## src/rtl/decoder_scan_ctrl.sv

```systemverilog
// Channel-scan sequencer for a 3-to-8 decoder: walks a latched channel mask
// lowest to highest, each channel getting a blanking gap then a dwell.
module decoder_scan_ctrl #(
    parameter int DWELL_W   = 8,
    parameter int BLANK_CYC = 2
) (
    input  logic               clk,
    input  logic               rst,
    input  logic               start,
    input  logic               stop,
    input  logic               mode_cont,
    input  logic [7:0]         ch_mask,
    input  logic [DWELL_W-1:0] dwell_len,
    output logic [2:0]         sel,
    output logic               sel_en,
    output logic               busy,
    output logic               sweep_done
);
    localparam logic [1:0] IDLE  = 2'd0;
    localparam logic [1:0] BLANK = 2'd1;
    localparam logic [1:0] DWELL = 2'd2;

    localparam bit HAS_BLANK = (BLANK_CYC > 0);
    localparam int BW        = (BLANK_CYC > 1) ? $clog2(BLANK_CYC) : 1;
    localparam int BLAST     = (BLANK_CYC > 0) ? BLANK_CYC - 1 : 0;

    logic [1:0]         state;
    logic [BW-1:0]      blank_cnt;
    logic [DWELL_W-1:0] dwell_cnt;
    logic [DWELL_W-1:0] dwell_q;
    logic [7:0]         mask_q;

    logic [2:0] first_in, first_q, nxt, enter_sel;
    logic       found, dwell_last, accept, enter;

    function automatic logic [2:0] lowbit(input logic [7:0] m);
        lowbit = '0;
        for (int i = 7; i >= 0; i--)
            if (m[i]) lowbit = i[2:0];
    endfunction

    always_comb begin
        first_in = lowbit(ch_mask);
        first_q  = lowbit(mask_q);
        nxt      = '0;
        found    = 1'b0;
        // Descending scan so the lowest qualifying channel wins.
        for (int i = 7; i >= 0; i--) begin
            if (mask_q[i] && i > int'(sel)) begin
                nxt   = i[2:0];
                found = 1'b1;
            end
        end
        dwell_last = (state == DWELL) && (dwell_cnt == dwell_q - DWELL_W'(1));
        accept     = (state == IDLE) && start && !stop && (ch_mask != 8'h00);
        enter      = accept ||
                     ((state != IDLE) && !stop && dwell_last && (found || mode_cont));
        enter_sel  = accept ? first_in : (found ? nxt : first_q);
    end

    always_ff @(posedge clk or posedge rst) begin
        if (rst) begin
            state      <= IDLE;
            blank_cnt  <= '0;
            dwell_cnt  <= '0;
            dwell_q    <= '0;
            mask_q     <= '0;
            sel        <= '0;
            sel_en     <= 1'b0;
            busy       <= 1'b0;
            sweep_done <= 1'b0;
        end else begin
            sweep_done <= 1'b0;
            if (enter) begin
                sel  <= enter_sel;
                busy <= 1'b1;
                if (accept) begin
                    mask_q  <= ch_mask;
                    dwell_q <= (dwell_len == '0) ? DWELL_W'(1) : dwell_len;
                end
                if (dwell_last && !found) sweep_done <= 1'b1;
                if (HAS_BLANK) begin
                    state     <= BLANK;
                    blank_cnt <= '0;
                    sel_en    <= 1'b0;
                end else begin
                    state     <= DWELL;
                    dwell_cnt <= '0;
                    sel_en    <= 1'b1;
                end
            end else if (state != IDLE) begin
                if (stop) begin
                    state  <= IDLE;
                    sel_en <= 1'b0;
                    busy   <= 1'b0;
                end else if (state == BLANK) begin
                    if (blank_cnt == BLAST[BW-1:0]) begin
                        state     <= DWELL;
                        dwell_cnt <= '0;
                        sel_en    <= 1'b1;
                    end else begin
                        blank_cnt <= blank_cnt + BW'(1);
                    end
                end else if (dwell_last) begin
                    // End of a single sweep: drop back to idle with the pulse.
                    state      <= IDLE;
                    sel_en     <= 1'b0;
                    busy       <= 1'b0;
                    sweep_done <= 1'b1;
                end else begin
                    dwell_cnt <= dwell_cnt + DWELL_W'(1);
                end
            end
        end
    end
endmodule

```

## config.mk

```make
export PLATFORM = sky130hd
export DESIGN_NAME = decoder_scan_ctrl
export DESIGN_NICKNAME = d
export VERILOG_FILES = /design/src/rtl/decoder_scan_ctrl.sv
export SDC_FILE = /design/constraint.sdc
export NUM_CORES = 1
export LEC_CHECK = 0
export ABC_AREA = 1
export CORE_MARGIN = 2
export CORE_UTILIZATION = 57
export CTS_BUF_LIST = sky130_fd_sc_hd__clkbuf_4 sky130_fd_sc_hd__clkbuf_8 sky130_fd_sc_hd__clkbuf_16
export CTS_CLUSTER_DIAMETER = 30
export DETAILED_ROUTE_END_ITERATION = 16
export DONT_BUFFER_PORTS = 1
export PLACE_DENSITY = 0.75
export SYNTH_ARGS = -nofsm -noshare
export SYNTH_HDL_FRONTEND = slang
export SYNTH_SLANG_ARGS = --single-unit
```

## constraint.sdc

```tcl
create_clock -name clk -period 1.97 [get_ports clk]
set_clock_uncertainty 0.15 [all_clocks]
set_input_delay 0 -clock clk [delete_from_list [all_inputs] [get_ports clk]]
set_output_delay 0 -clock clk [all_outputs]
set_load 0.01 [all_outputs]
```

Yosys cells after proc, flatten, opt, wreduce, memory -nomap -nowiden --
Index checks and enable logic that the tools add are counted.
Cells by class: add/subtract/negate cells 3, $lt $le $gt $ge 7, equal/unequal tests 8, muxes and demuxes 63, bitwise gates (word level) 2, reductions and logical operators 32
Operator list (number):
- $mux 3 | 25
- $mux 8 | 4
- $mux 1 | 28
- $logic_and 1x1->1 | 15
- $gt 3x3->1 const A | 4
- $mux 2 | 6
- $reduce_and 3->1 | 3
- $add 8x1->8 const B | 1
- $eq 8x8->1 | 1
- $logic_not 8->1 | 1
- $reduce_bool 8->1 | 1
- $sub 8x1->8 const B | 1
- $gt 2x3->1 const A | 2
- $reduce_bool 2->1 | 3
- $reduce_and 5->1 | 1
- $ne 2x1->1 const B | 2
- $ne 4x4->1 const B | 1
- $reduce_bool 4->1 | 1
- $gt 1x3->1 const A | 1
- $ne 3x3->1 const B | 1
- $reduce_bool 3->1 | 1
- $eq 2x1->1 const B | 1
- $eq 2x2->1 const B | 1
- $logic_not 1->1 | 2
- other kinds (6) | 8
Storage, ports and cells: flip-flop bits (word level) 33, word-level logic and storage cells 124

Longest topological paths before layout --
Gate-level depths: netlist of the first run.
depth after elaboration 14, depth in mapped cells 16

Worst setup path before layout of the first run --
No wires, ideal clock.
kind register -> register, start register dwell_q[0], end register dwell_cnt[1], data arrival time 1.667 ns, data required time 1.746 ns, path slack 0.079 ns, stages on the path, launching flop included 16, buffers on the path 1, period minus slack after synthesis 1.891 ns, cell sequence dfrtp_1 inv_1 ha_1 nand2_1 nor2_2 nand2_1 nand2_1 nand2_1 nor2_1 nand3_2 nand2_1 inv_1 nand2_2 buf_6 nand2_1 o21ai_2
Between the ends: word-level cells in the longest chain between the ends 8, elaborated cells between the ends (all ways) 9, classes of those cells 1 x add/sub; 2 x eq/ne; 1 x bitwise; 5 x reduce/logical
Ends and longest elaborated chain:
- from (decl) | line 30 | logic [DWELL_W-1:0] dwell_q;
- from (signal assigned) | line 79 | dwell_q <= (dwell_len == '0) ? DWELL_W'(1) : dwell_len;
- $sub 8x1->8 * | line 54 | dwell_last = (state == DWELL) && (dwell_cnt == dwell_q - DWELL_W'(1));
- $eq 8x8->1 * | line 54
- $logic_and 1x1->1 * | line 54
- $logic_and 1x1->1 (2 in a row) | line 57 | ((state != IDLE) && !stop && dwell_last && (found || mode_cont));
- $logic_or 1x1->1 | line 56 | enter = accept ||
- $not 1->1 (no line)
- $reduce_and 5->1 (no line) *
- to (signal assigned) | line 111 | dwell_cnt <= dwell_cnt + DWELL_W'(1);
- to (decl) | line 29 | logic [DWELL_W-1:0] dwell_cnt;
Every way passes the cells marked *; elsewhere a longest branch is shown, timed or not. A chain may end at the register's enable or synchronous reset.

Worst setup path after layout of the first run --
start register dwell_q[1], end register state[0]
Between the ends: word-level cells in the longest chain between the ends 8, elaborated cells between the ends (all ways) 11, classes of those cells 1 x add/sub; 2 x eq/ne; 1 x mux; 7 x reduce/logical
Ends and longest elaborated chain:
- $sub 8x1->8 * | line 54
- $eq 8x8->1 * | line 54
- $logic_and 1x1->1 * | line 54
- $logic_and 1x1->1 (2 in a row) | line 57
- $logic_or 1x1->1 | line 56
- $ne 4x4->1 (no line), or another cell as far along
- $reduce_and 3->1 (no line)
- to (signal assigned) | line 63 | state <= IDLE;
- to (signal assigned) | line 83 | state <= BLANK;
- to (signal assigned) | line 87 | state <= DWELL;
- to (decl) | line 27 | logic [1:0] state;
Marked as above.

==> flow_metrics.env, run 1 <==
export IMPL_postRouteAntennaNets=0
export IMPL_die_height_um=64.62
export IMPL_floorplan_initialDensity_pct=58.08
export IMPL_drive_gt1_share_pct=26.45
export IMPL_core_area_um2=3606
export IMPL_fin_nets=385
export IMPL_setup_viol=15
export IMPL_arrival_ps=2180
export IMPL_clk_path_buf_depth=2
export IMPL_synth_area_leaders="dfrtp_1, nand2_1, inv_1, o21ai_0, nand3_1"
export IMPL_layout_commonest_cell="nand2_1"
export IMPL_cp_max_fo=5
export IMPL_clock_latency_ps=290
export IMPL_drv_slew=0
export IMPL_ys_types=30
export IMPL_tightest_slew_ps=446.2
export IMPL_cts_made_buffers=5
export IMPL_max_freq_mhz=465.2
export IMPL_synth_seq_area_share_pct=38.23
export IMPL_drc_errors=0
export IMPL_clk_pin_slew_ps=70
export IMPL_vias=2215
export IMPL_syn_avg_cell_area_um2=6.935
export IMPL_die_w_um=64.62
export IMPL_end_kind="flip-flop"
export IMPL_fin_crit_ps=2149
export IMPL_syn_nets=325
export IMPL_power_leakage_nw=1.433
export IMPL_crit_start="dwell_q[1]$_DFFE_PP0P_"
export IMPL_worstRegToRegCells=14
export IMPL_crit_required_ps=2000
export IMPL_grtUsageTotal_pct=29.77
export IMPL_ir_drop_mv=1.021
export IMPL_grt_max_degree=22
export IMPL_gp_congestion=0.9203
export IMPL_drtPass1Iterations=4
export IMPL_syn_area_um2=2095
export IMPL_yosysTopAreaCellShare_pct=38.23
export IMPL_n_antenna_cell=0
export IMPL_portBuffers=0
export IMPL_cap_viol_max_count=0
export IMPL_first_iter_violations=250
export IMPL_syn_inst=302
export IMPL_status="complete, but fails checks"
export IMPL_wl_um=6131
export IMPL_setup_ws_ps=-179.5
export IMPL_placement_rows=22
export IMPL_power_density_nw_per_um2=1404
export IMPL_grt_pass1_wl_um=9515
export IMPL_rsz0062_at_grt="yes"
export IMPL_startpoint_type="flip-flop"
export IMPL_final_cell_mix="nand2_1, inv_1, dfrtp_1"
export IMPL_hold_viol=0
export IMPL_violations="setup timing"
export IMPL_dpl_cell_area_um2=2325
export IMPL_place_detailed_hpwl_um=3698
export IMPL_ys_seq_elements=32
export IMPL_r2r_slack_ps=-180
export IMPL_post_route_util_pct=80.01
export IMPL_yosysWarnings=0
export IMPL_cts_tree="built"
export IMPL_grt_overflow=0
export IMPL_antenna_found_initial=0
export IMPL_worstSetupPathType="flip-flop to flip-flop"
export IMPL_post_drt_via_cell_ratio=5.389
export IMPL_r2r_start="dwell_q[1]$_DFFE_PP0P_"
export IMPL_slew_limit_headroom_pct=69.86
export IMPL_cts_root_buf="clkbuf_8"
export IMPL_die_area_um2=4176
export IMPL_synth_top_cell_by_area="dfrtp_1"
export IMPL_stdcell_area_um2=2885
export IMPL_first_global_vias=2135
export IMPL_cp_endpoint="state[0]$_DFFE_PP0P_"
export IMPL_power_w=0.004050
export IMPL_tns_ps=-891.8
export IMPL_wl_per_cell_um=14.92
export IMPL_post_place_ws_ps=-122.6
export IMPL_syn_to_final_growth_pct=37.75
export IMPL_io_pins=27
export IMPL_timing_rr_end="state[0]$_DFFE_PP0P_"
export IMPL_fin_crit_sh_pct=109.1
export IMPL_cts_htree_levels=2
export IMPL_clkSinkCount=32
export IMPL_hold_class="input pin to flip-flop"
## metrics by stage
step | cells | hold WS, ps
finish | 411 | 14.25
global placement | 371 | -239.2
floorplan | 302 | -40.38
global route | 411 | 18.56
detailed placement | 371 | -229.9
CTS | 407 | 3.431
## timing repair
| item | 4_1_cts | 5_1_grt |
|---|---|---|
| gates resized for setup | 16 | 30 |
| pin swaps | 2 | 21 |
| setup buffers | 4 | 4 |
| hold endpoints to repair | 62 | 0 |
| hold buffers | 24 | 0 |
| setup endpoints to repair | 14 | 17 |
## report_power, final
| group | internal (W) | switching (W) | total [W] |
|---|---|---|---|
| Combinational | 0.000972 | 0.00134 | 0.00231 |
| Sequential | 0.000915 | 0.000291 | 0.00121 |
| Clock | 0.000279 | 0.000251 | 0.000530 |
| Total | 0.00217 | 0.00188 | 0.00405 |
## Yosys cell counts (all sizes together)
library cell	count
nand2	107
inv	39
dfrtp	32
o21ai	32
nor2	31
nand3	21
nor3	9
a21oi	6
xor2	6
xnor2	5
clkbuf	4
buf	2
ha	2
a311oi	1
nand4	1
nor4	1
o22ai	1
o41ai	1
or2	1
## final cells by class
type	count	area, um^2
clock buffers	6	82.58
clock inverters	2	10.01
fillers	236	720.7
inverters	39	146.4
multi-input cells	225	1252
flip-flops and latches	32	800.8
well taps	48	60.06
repair buffers	59	533.0
## cell families (layout without fill, tap and decap cells)
family                   count (synthesis)  after routing  synth area share, %
AO/OA/AOI/OAI                           41             41                12.01
XOR/XNOR                                11             11                4.600
adder cells (fa/ha/maj)                  2              2                1.195
buffers and inverters                   45            106                8.542
flip-flops                              32             32                38.23
AND/OR/NAND/NOR                        171            171                35.43
## worst max-delay path: stages, from the launching register on
cell and delay (ps):
dfrtp_1 420, inv_2 80, ha_4 150, nand2_4 70, nor2_4 100, nand2_1 80, xor2_1 250, nand3_4 160
buf_6 150, nor2_4 120, nor2_4 60, nand2_1 70, nand2_1 60, nand2_1 60, nand2_1 60
## flip-flops by register name, indices dropped and copies added, names as in the netlist
name        count
dwell_cnt       8
dwell_q         8
mask_q          8
sel             3
blank_cnt       1
busy            1
sel_en          1
state           1
sweep_done      1
## layer usage
layer  GRT usage (%)  wire, um  up-vias
met5               0         0        -
met1           35.10      2469     1052
met2           54.04      3213       70
met4           7.979       159        0
met3           7.118       288       18
li1                -         -     1075
## worst min path at each step
stage	startpoint	depth (start not counted)	to	slack [ps]
2_1_floorplan	dwell_len[4]	2	dwell_q[4]$_DFFE_PP0P_	-40
3_3_place_gp	rst	1	blank_cnt$_DFFE_PP0P_	-240
3_5_place_dp	rst	1	state[0]$_DFFE_PP0P_	-230
4_1_cts	stop	5	sel[2]$_DFFE_PP0P_	3
5_1_grt	stop	4	sel[2]$_DFFE_PP0P_	20
6_report	stop	4	sel[2]$_DFFE_PP0P_	10
Note: power is estimated with default switching activity, not from simulation.
==> inputs of run 2 (changes only) <==
==> constraint.sdc (replaced) <==
create_clock -name clk -period 1.85 [get_ports clk]
set_clock_uncertainty 0.15 [all_clocks]
set_input_delay 0 -clock clk [delete_from_list [all_inputs] [get_ports clk]]
set_output_delay 0 -clock clk [all_outputs]
set_load 0.01 [all_outputs]
==> run 2 against run 1 <==
  * The run still ends with setup timing left
  * Sequential share of layout area is 0.77 points higher
  * Combinational power hardly changed
  * Final area fell by 2.7%
  * Clock-buffer cell count rose by 2
  * Cell count up 0.97%
  * Critical endpoint unchanged
==> flow_metrics.env, run 2 (synthesis gave the netlist of run 1 again) <==
export IMPL_status="complete, but fails checks"
export IMPL_violations="setup timing"
export IMPL_setup_viol=16
export IMPL_n_antenna_cell=0
export IMPL_min_from="ch_mask[4]"
export IMPL_post_drt_via_cell_ratio=5.381
export IMPL_r2r_slack_ps=-290
export IMPL_placement_rows=22
export IMPL_grt_overflow=0
export IMPL_worstSetupPathType="flip-flop to flip-flop"
export IMPL_fin_nets=389
export IMPL_final_cell_mix="nand2_1, buf_4, dfrtp_1"
export IMPL_grt_pass1_wl_um=9584
export IMPL_slew_limit_headroom_pct=64.23
export IMPL_die_area_um2=4176
export IMPL_clkSinkCount=32
export IMPL_cp_max_fo=5
export IMPL_clk_pin_slew_ps=60
export IMPL_end_kind="flip-flop"
export IMPL_setup_ws_ps=-289.8
export IMPL_portBuffers=0
export IMPL_ir_drop_mv=0.7926
export IMPL_post_place_ws_ps=-253.6
export IMPL_fin_crit_ps=2140
export IMPL_vias=2233
export IMPL_cts_tree="built"
export IMPL_core_area_um2=3606
export IMPL_dp_cells=382
export IMPL_holdPathEnd="sel[0]$_DFFE_PP0P_"
export IMPL_first_iter_violations=156
export IMPL_hold_class="input pin to flip-flop"
export IMPL_power_leakage_nw=1.427
export IMPL_crit_required_ps=1880
export IMPL_postRouteAntennaNets=0
export IMPL_arrival_ps=2170
export IMPL_layout_commonest_cell="nand2_1"
export IMPL_rsz0062_at_grt="yes"
export IMPL_gp_congestion=0.9204
export IMPL_timing_rr_end="state[0]$_DFFE_PP0P_"
export IMPL_drv_slew=0
export IMPL_worstRegToRegCells=17
export IMPL_grt_max_degree=33
export IMPL_wl_um=5890
export IMPL_first_global_vias=2161
export IMPL_startpoint_type="flip-flop"
export IMPL_grtUsageTotal_pct=30.12
export IMPL_drive_gt1_share_pct=24.80
export IMPL_hold_viol=0
export IMPL_tightest_slew_ps=530.9
export IMPL_die_height_um=64.62
export IMPL_hold_depth=5
export IMPL_cap_viol_max_count=0
export IMPL_reg_top3="dwell_cnt (8), dwell_q (8), mask_q (8)"
export IMPL_floorplan_initialDensity_pct=58.08
export IMPL_drc_errors=0
export IMPL_place_detailed_hpwl_um=3744
export IMPL_fin_crit_sh_pct=115.7
export IMPL_drtPass1Iterations=4
export IMPL_antenna_found_initial=0
export IMPL_clock_latency_ps=290
export IMPL_cts_made_buffers=5
export IMPL_cts_htree_levels=2
export IMPL_layout_cells_non_filler=415
export IMPL_cts_root_buf="clkbuf_8"
export IMPL_die_w_um=64.62
export IMPL_r2r_start="dwell_q[1]$_DFFE_PP0P_"
export IMPL_syn_to_final_growth_pct=34.05
export IMPL_io_pins=27
export IMPL_clk_path_buf_depth=2
export IMPL_wl_per_cell_um=14.19
export IMPL_max_freq_mhz=467.3
export IMPL_power_density_nw_per_um2=1481
[run 2: cell count changes in the layout (fill, tap and decap cells not counted), sizes merged]
cell	previous run	this run
clkbuf	6	8
buf	35	41
nand2	107	108
clkinv	2	0
dlygate4sd3	24	21
[run 2: what timing repair did]
| action | 4_1_cts | 5_1_grt |
|---|---|---|
| setup endpoints to repair | 16 | 16 |
| hold buffers | 19 | 2 |
| pin swaps | 1 | 2 |
| buffers inserted | 2 | 1 |
| gates cloned | 1 | 0 |
| hold endpoints to repair | 61 | 6 |
| gates resized for setup | 10 | 9 |
[run 2: cell type report]
class	count	area (um^2)
Clock buffer	8	97.59
Multi-Input combinational cell	226	1174
Timing Repair Buffer	62	529.3
Inverter	39	146.4
Tap cell	48	60.06
Fill cell	273	798.3
Sequential cell	32	800.8
[run 2: power by group]
part | internal, W | switching [W]
Sequential | 0.000975 | 0.000309
Combinational | 0.000998 | 0.00129
Clock | 0.000333 | 0.000255
[run 2: per-stage QoR]
step	TNS, ps	power, W	util [%]	hold slack [ps]	cell area (um^2)
floorplan	-6.638	0.002538	-	-40.38	2095
global placement	-1908	0.003210	66.76	-149.9	2407
detailed placement	-3109	0.003266	66.76	-143.0	2407
CTS	-1122	0.003999	76.27	-337.2	2750
global route	-5492	0.004485	77.86	59.18	2808
finish	-2877	0.004159	77.86	11.19	2808
[run 2: how the worst max path moves through the flow]
stage / from / to / slack (ps) / cells after the start
floorplan: dwell_q[1]$_DFFE_PP0P_ / dwell_cnt[1]$_DFFE_PP0P_ / -3 / 14
global placement: dwell_q[0]$_DFFE_PP0P_ / dwell_cnt[3]$_DFFE_PP0P_ / -160 / 15
detailed placement: dwell_q[0]$_DFFE_PP0P_ / dwell_cnt[1]$_DFFE_PP0P_ / -250 / 14
CTS: dwell_q[1]$_DFFE_PP0P_ / state[0]$_DFFE_PP0P_ / -130 / 15
global route: dwell_q[1]$_DFFE_PP0P_ / state[0]$_DFFE_PP0P_ / -460 / 17
finish: dwell_q[1]$_DFFE_PP0P_ / state[0]$_DFFE_PP0P_ / -290 / 17
[run 2: routing by layer]
layer	up-vias	track usage, %	wire, um
met5	-	0	0
met4	0	12.50	135
met3	14	6.424	252
met2	71	54.30	3139
met1	1066	34.51	2363
li1	1082	-	-
[run 2: worst max-delay path, cell delays in order (launching register included)]
cell,delay [ps]
dfrtp_1,420
inv_2,60
ha_4,170
inv_2,50
nand2_2,60
nand2_1,70
nand2_1,60
nand2_1,80
nand2_1,70
nor2_1,130
nand3_2,150
buf_6,160
nor2_4,110
nor2_4,60
nand2_1,70
nand2_1,50
nand2_1,60
nand2_1,50
==> inputs of run 3 (changes only) <==
--- a/config.mk
+++ b/config.mk
@@ -6,7 +6,7 @@
 export NUM_CORES = 1
 export LEC_CHECK = 0
 export ABC_AREA = 1
-export CORE_MARGIN = 2
+export CORE_MARGIN = 4
 export CORE_UTILIZATION = 57
 export CTS_BUF_LIST = sky130_fd_sc_hd__clkbuf_4 sky130_fd_sc_hd__clkbuf_8 sky130_fd_sc_hd__clkbuf_16
 export CTS_CLUSTER_DIAMETER = 30
==> run 3 against run 2 <==
  * The flow still finishes with violations (setup timing)
  * Sequential power about the same
  * Via count rose by 12%
  * Utilization rose by 8.4 points
  * Critical path type unchanged
  * Largest cell class unchanged
  * Combinational power grew 15%
  * First-iteration DRC count increased by 110%
  * Sequential share of layout area fell by 1.6 points
==> flow_metrics.env, run 3 (synthesis gave the netlist of run 1 again) <==
export IMPL_clk_path_buf_depth=2
export IMPL_p_sw_share_pct=46.82
export IMPL_clock_latency_ps=310
export IMPL_clk_pin_slew_ps=80
export IMPL_slew_limit_headroom_pct=68.35
export IMPL_cts_root_buf="clkbuf_8"
export IMPL_arrival_ps=2260
export IMPL_whs_ps=17.37
export IMPL_comb_power_share_pct=56.6
export IMPL_postRouteAntennaNets=0
export IMPL_power_density_nw_per_um2=1567
export IMPL_r2r_slack_ps=-350
export IMPL_fin_crit_ps=2202
export IMPL_crit_required_ps=1910
export IMPL_portBuffers=0
export IMPL_vias=2506
export IMPL_placement_rows=21
export IMPL_p_clk_share_pct=15.3
export IMPL_fin_crit_sh_pct=119.0
export IMPL_wl_per_cell_um=18.56
export IMPL_wl_um=7832
export IMPL_setup_ws_ps=-352.0
export IMPL_nFillCells=173
export IMPL_drv_slew=0
export IMPL_fin_nets=398
export IMPL_cap_viol_max_count=0
export IMPL_power_frac_seq_pct=28.2
export IMPL_floorplan_initialDensity_pct=60.85
export IMPL_end_kind="flip-flop"
export IMPL_n_antenna_cell=0
export IMPL_clkSinkCount=32
export IMPL_rsz0062_at_grt="yes"
export IMPL_violations="setup timing"
export IMPL_ir_drop_mv=1.070
export IMPL_antenna_found_initial=0
export IMPL_cts_made_buffers=5
export IMPL_layout_commonest_cell="nand2_1"
export IMPL_max_freq_mhz=454.1
export IMPL_reg_top3="dwell_cnt (8), dwell_q (8), mask_q (8)"
export IMPL_worstSetupPathType="flip-flop to flip-flop"
export IMPL_tightest_slew_ps=473.0
export IMPL_syn_to_final_growth_pct=41.76
export IMPL_place_detailed_hpwl_um=3767
export IMPL_startpoint_type="flip-flop"
export IMPL_first_global_vias=2210
export IMPL_setup_viol=18
export IMPL_final_cell_mix="nand2_1, buf_4, dfrtp_1"
export IMPL_drive_gt1_share_pct=29.26
export IMPL_grtUsageTotal_pct=29.64
export IMPL_die_w_um=68.62
export IMPL_p_sw_w=0.002178
export IMPL_hold_class="input pin to flip-flop"
export IMPL_grt_pass1_wl_um=10160
export IMPL_grt_overflow=0
export IMPL_seq_area_um2=800.8
export IMPL_hold_viol=0
export IMPL_cts_tree="built"
export IMPL_die_area_um2=4709
export IMPL_drtPass1Iterations=5
export IMPL_core_area_um2=3442
export IMPL_internal_power_w=0.002473
export IMPL_power_leakage_nw=1.501
export IMPL_drc_errors=0
export IMPL_first_iter_violations=320
export IMPL_post_place_ws_ps=-264.5
export IMPL_gp_congestion=0.8562
export IMPL_die_height_um=68.62
export IMPL_multi_input_area_um2=1217
export IMPL_cts_htree_levels=2
export IMPL_status="complete, but fails checks"
export IMPL_io_pins=27
export IMPL_post_drt_via_cell_ratio=5.938
export IMPL_cp_max_fo=5
export IMPL_grt_max_degree=33
-- run 3: path summary, 6_finish.rpt --
check	to	depth (start not counted)	from
max in group asynchronous	dwell_cnt[4]$_DFFE_PP0P_	3	rst
setup reg to reg	sel[0]$_DFFE_PP0P_	12	dwell_q[0]$_DFFE_PP0P_
hold reg to reg	dwell_q[7]$_DFFE_PP0P_	2	dwell_q[7]$_DFFE_PP0P_
setup / recovery	sel[0]$_DFFE_PP0P_	12	dwell_q[0]$_DFFE_PP0P_
min in group asynchronous	sweep_done$_DFF_PP0_	3	rst
hold / removal	sel[1]$_DFFE_PP0P_	4	ch_mask[0]
-- run 3: power by group through the flow --
| stage | logic (W) | clock network (W) | registers, W |
|---|---|---|---|
| after detailed placement | 0.00197 | 0 | 0.00128 |
| after floorplan | 0.00129 | 0 | 0.00124 |
| final | 0.00263 | 0.000709 | 0.00131 |
| after global routing | 0.00282 | 0.000738 | 0.00133 |
| after CTS | 0.00217 | 0.000688 | 0.00127 |
| after global placement | 0.00193 | 0 | 0.00127 |
-- run 3: timing repair --
item	4_1_cts	5_1_grt
endpoints found under the hold margin	62	0
setup buffers	3	10
setup endpoints to repair	16	17
pin swaps	8	13
hold buffers	23	0
resized for setup	11	36
-- run 3: layout make-up --
class	instances	area share [%]
tap	46	1.938
sequential	32	26.97
timing repair buffer	72	21.24
inverter	39	5.099
multi-input combinational	225	41.00
clock buffer	6	2.571
clock inverter	2	1.180
-- run 3: worst max-delay path, stage by stage, from the launching register on --
cell and delay, ps:
dfrtp_1 400, inv_2 100, ha_4 170, inv_1 50, nand2_1 90, nand3_1 90
nand2_1 70, nand2_1 60, nor2_1 130, nand3_2 170, o21ai_4 260, o21ai_1 150
o21ai_1 230
-- run 3: stage by stage --
stage	utilization (%)	instances	setup TNS (ps)	cell area, um^2	power (W)
floorplan	-	302	-6.638	2095	0.002538
global placement	69.43	378	-1891	2390	0.003204
detailed placement	69.43	378	-2926	2390	0.003255
CTS	81.28	412	-1358	2798	0.004130
global route	86.26	422	-5537	2969	0.004890
finish	86.26	422	-3971	2969	0.004651
-- run 3: metal layers --
layer	vias up	GRT usage [%]	part of all wire [%]
li1	1094	-	-
met1	1188	34.93	37
met2	182	51.01	49
met3	42	7.780	9.6
met4	0	11.66	4.0
met5	-	0	0
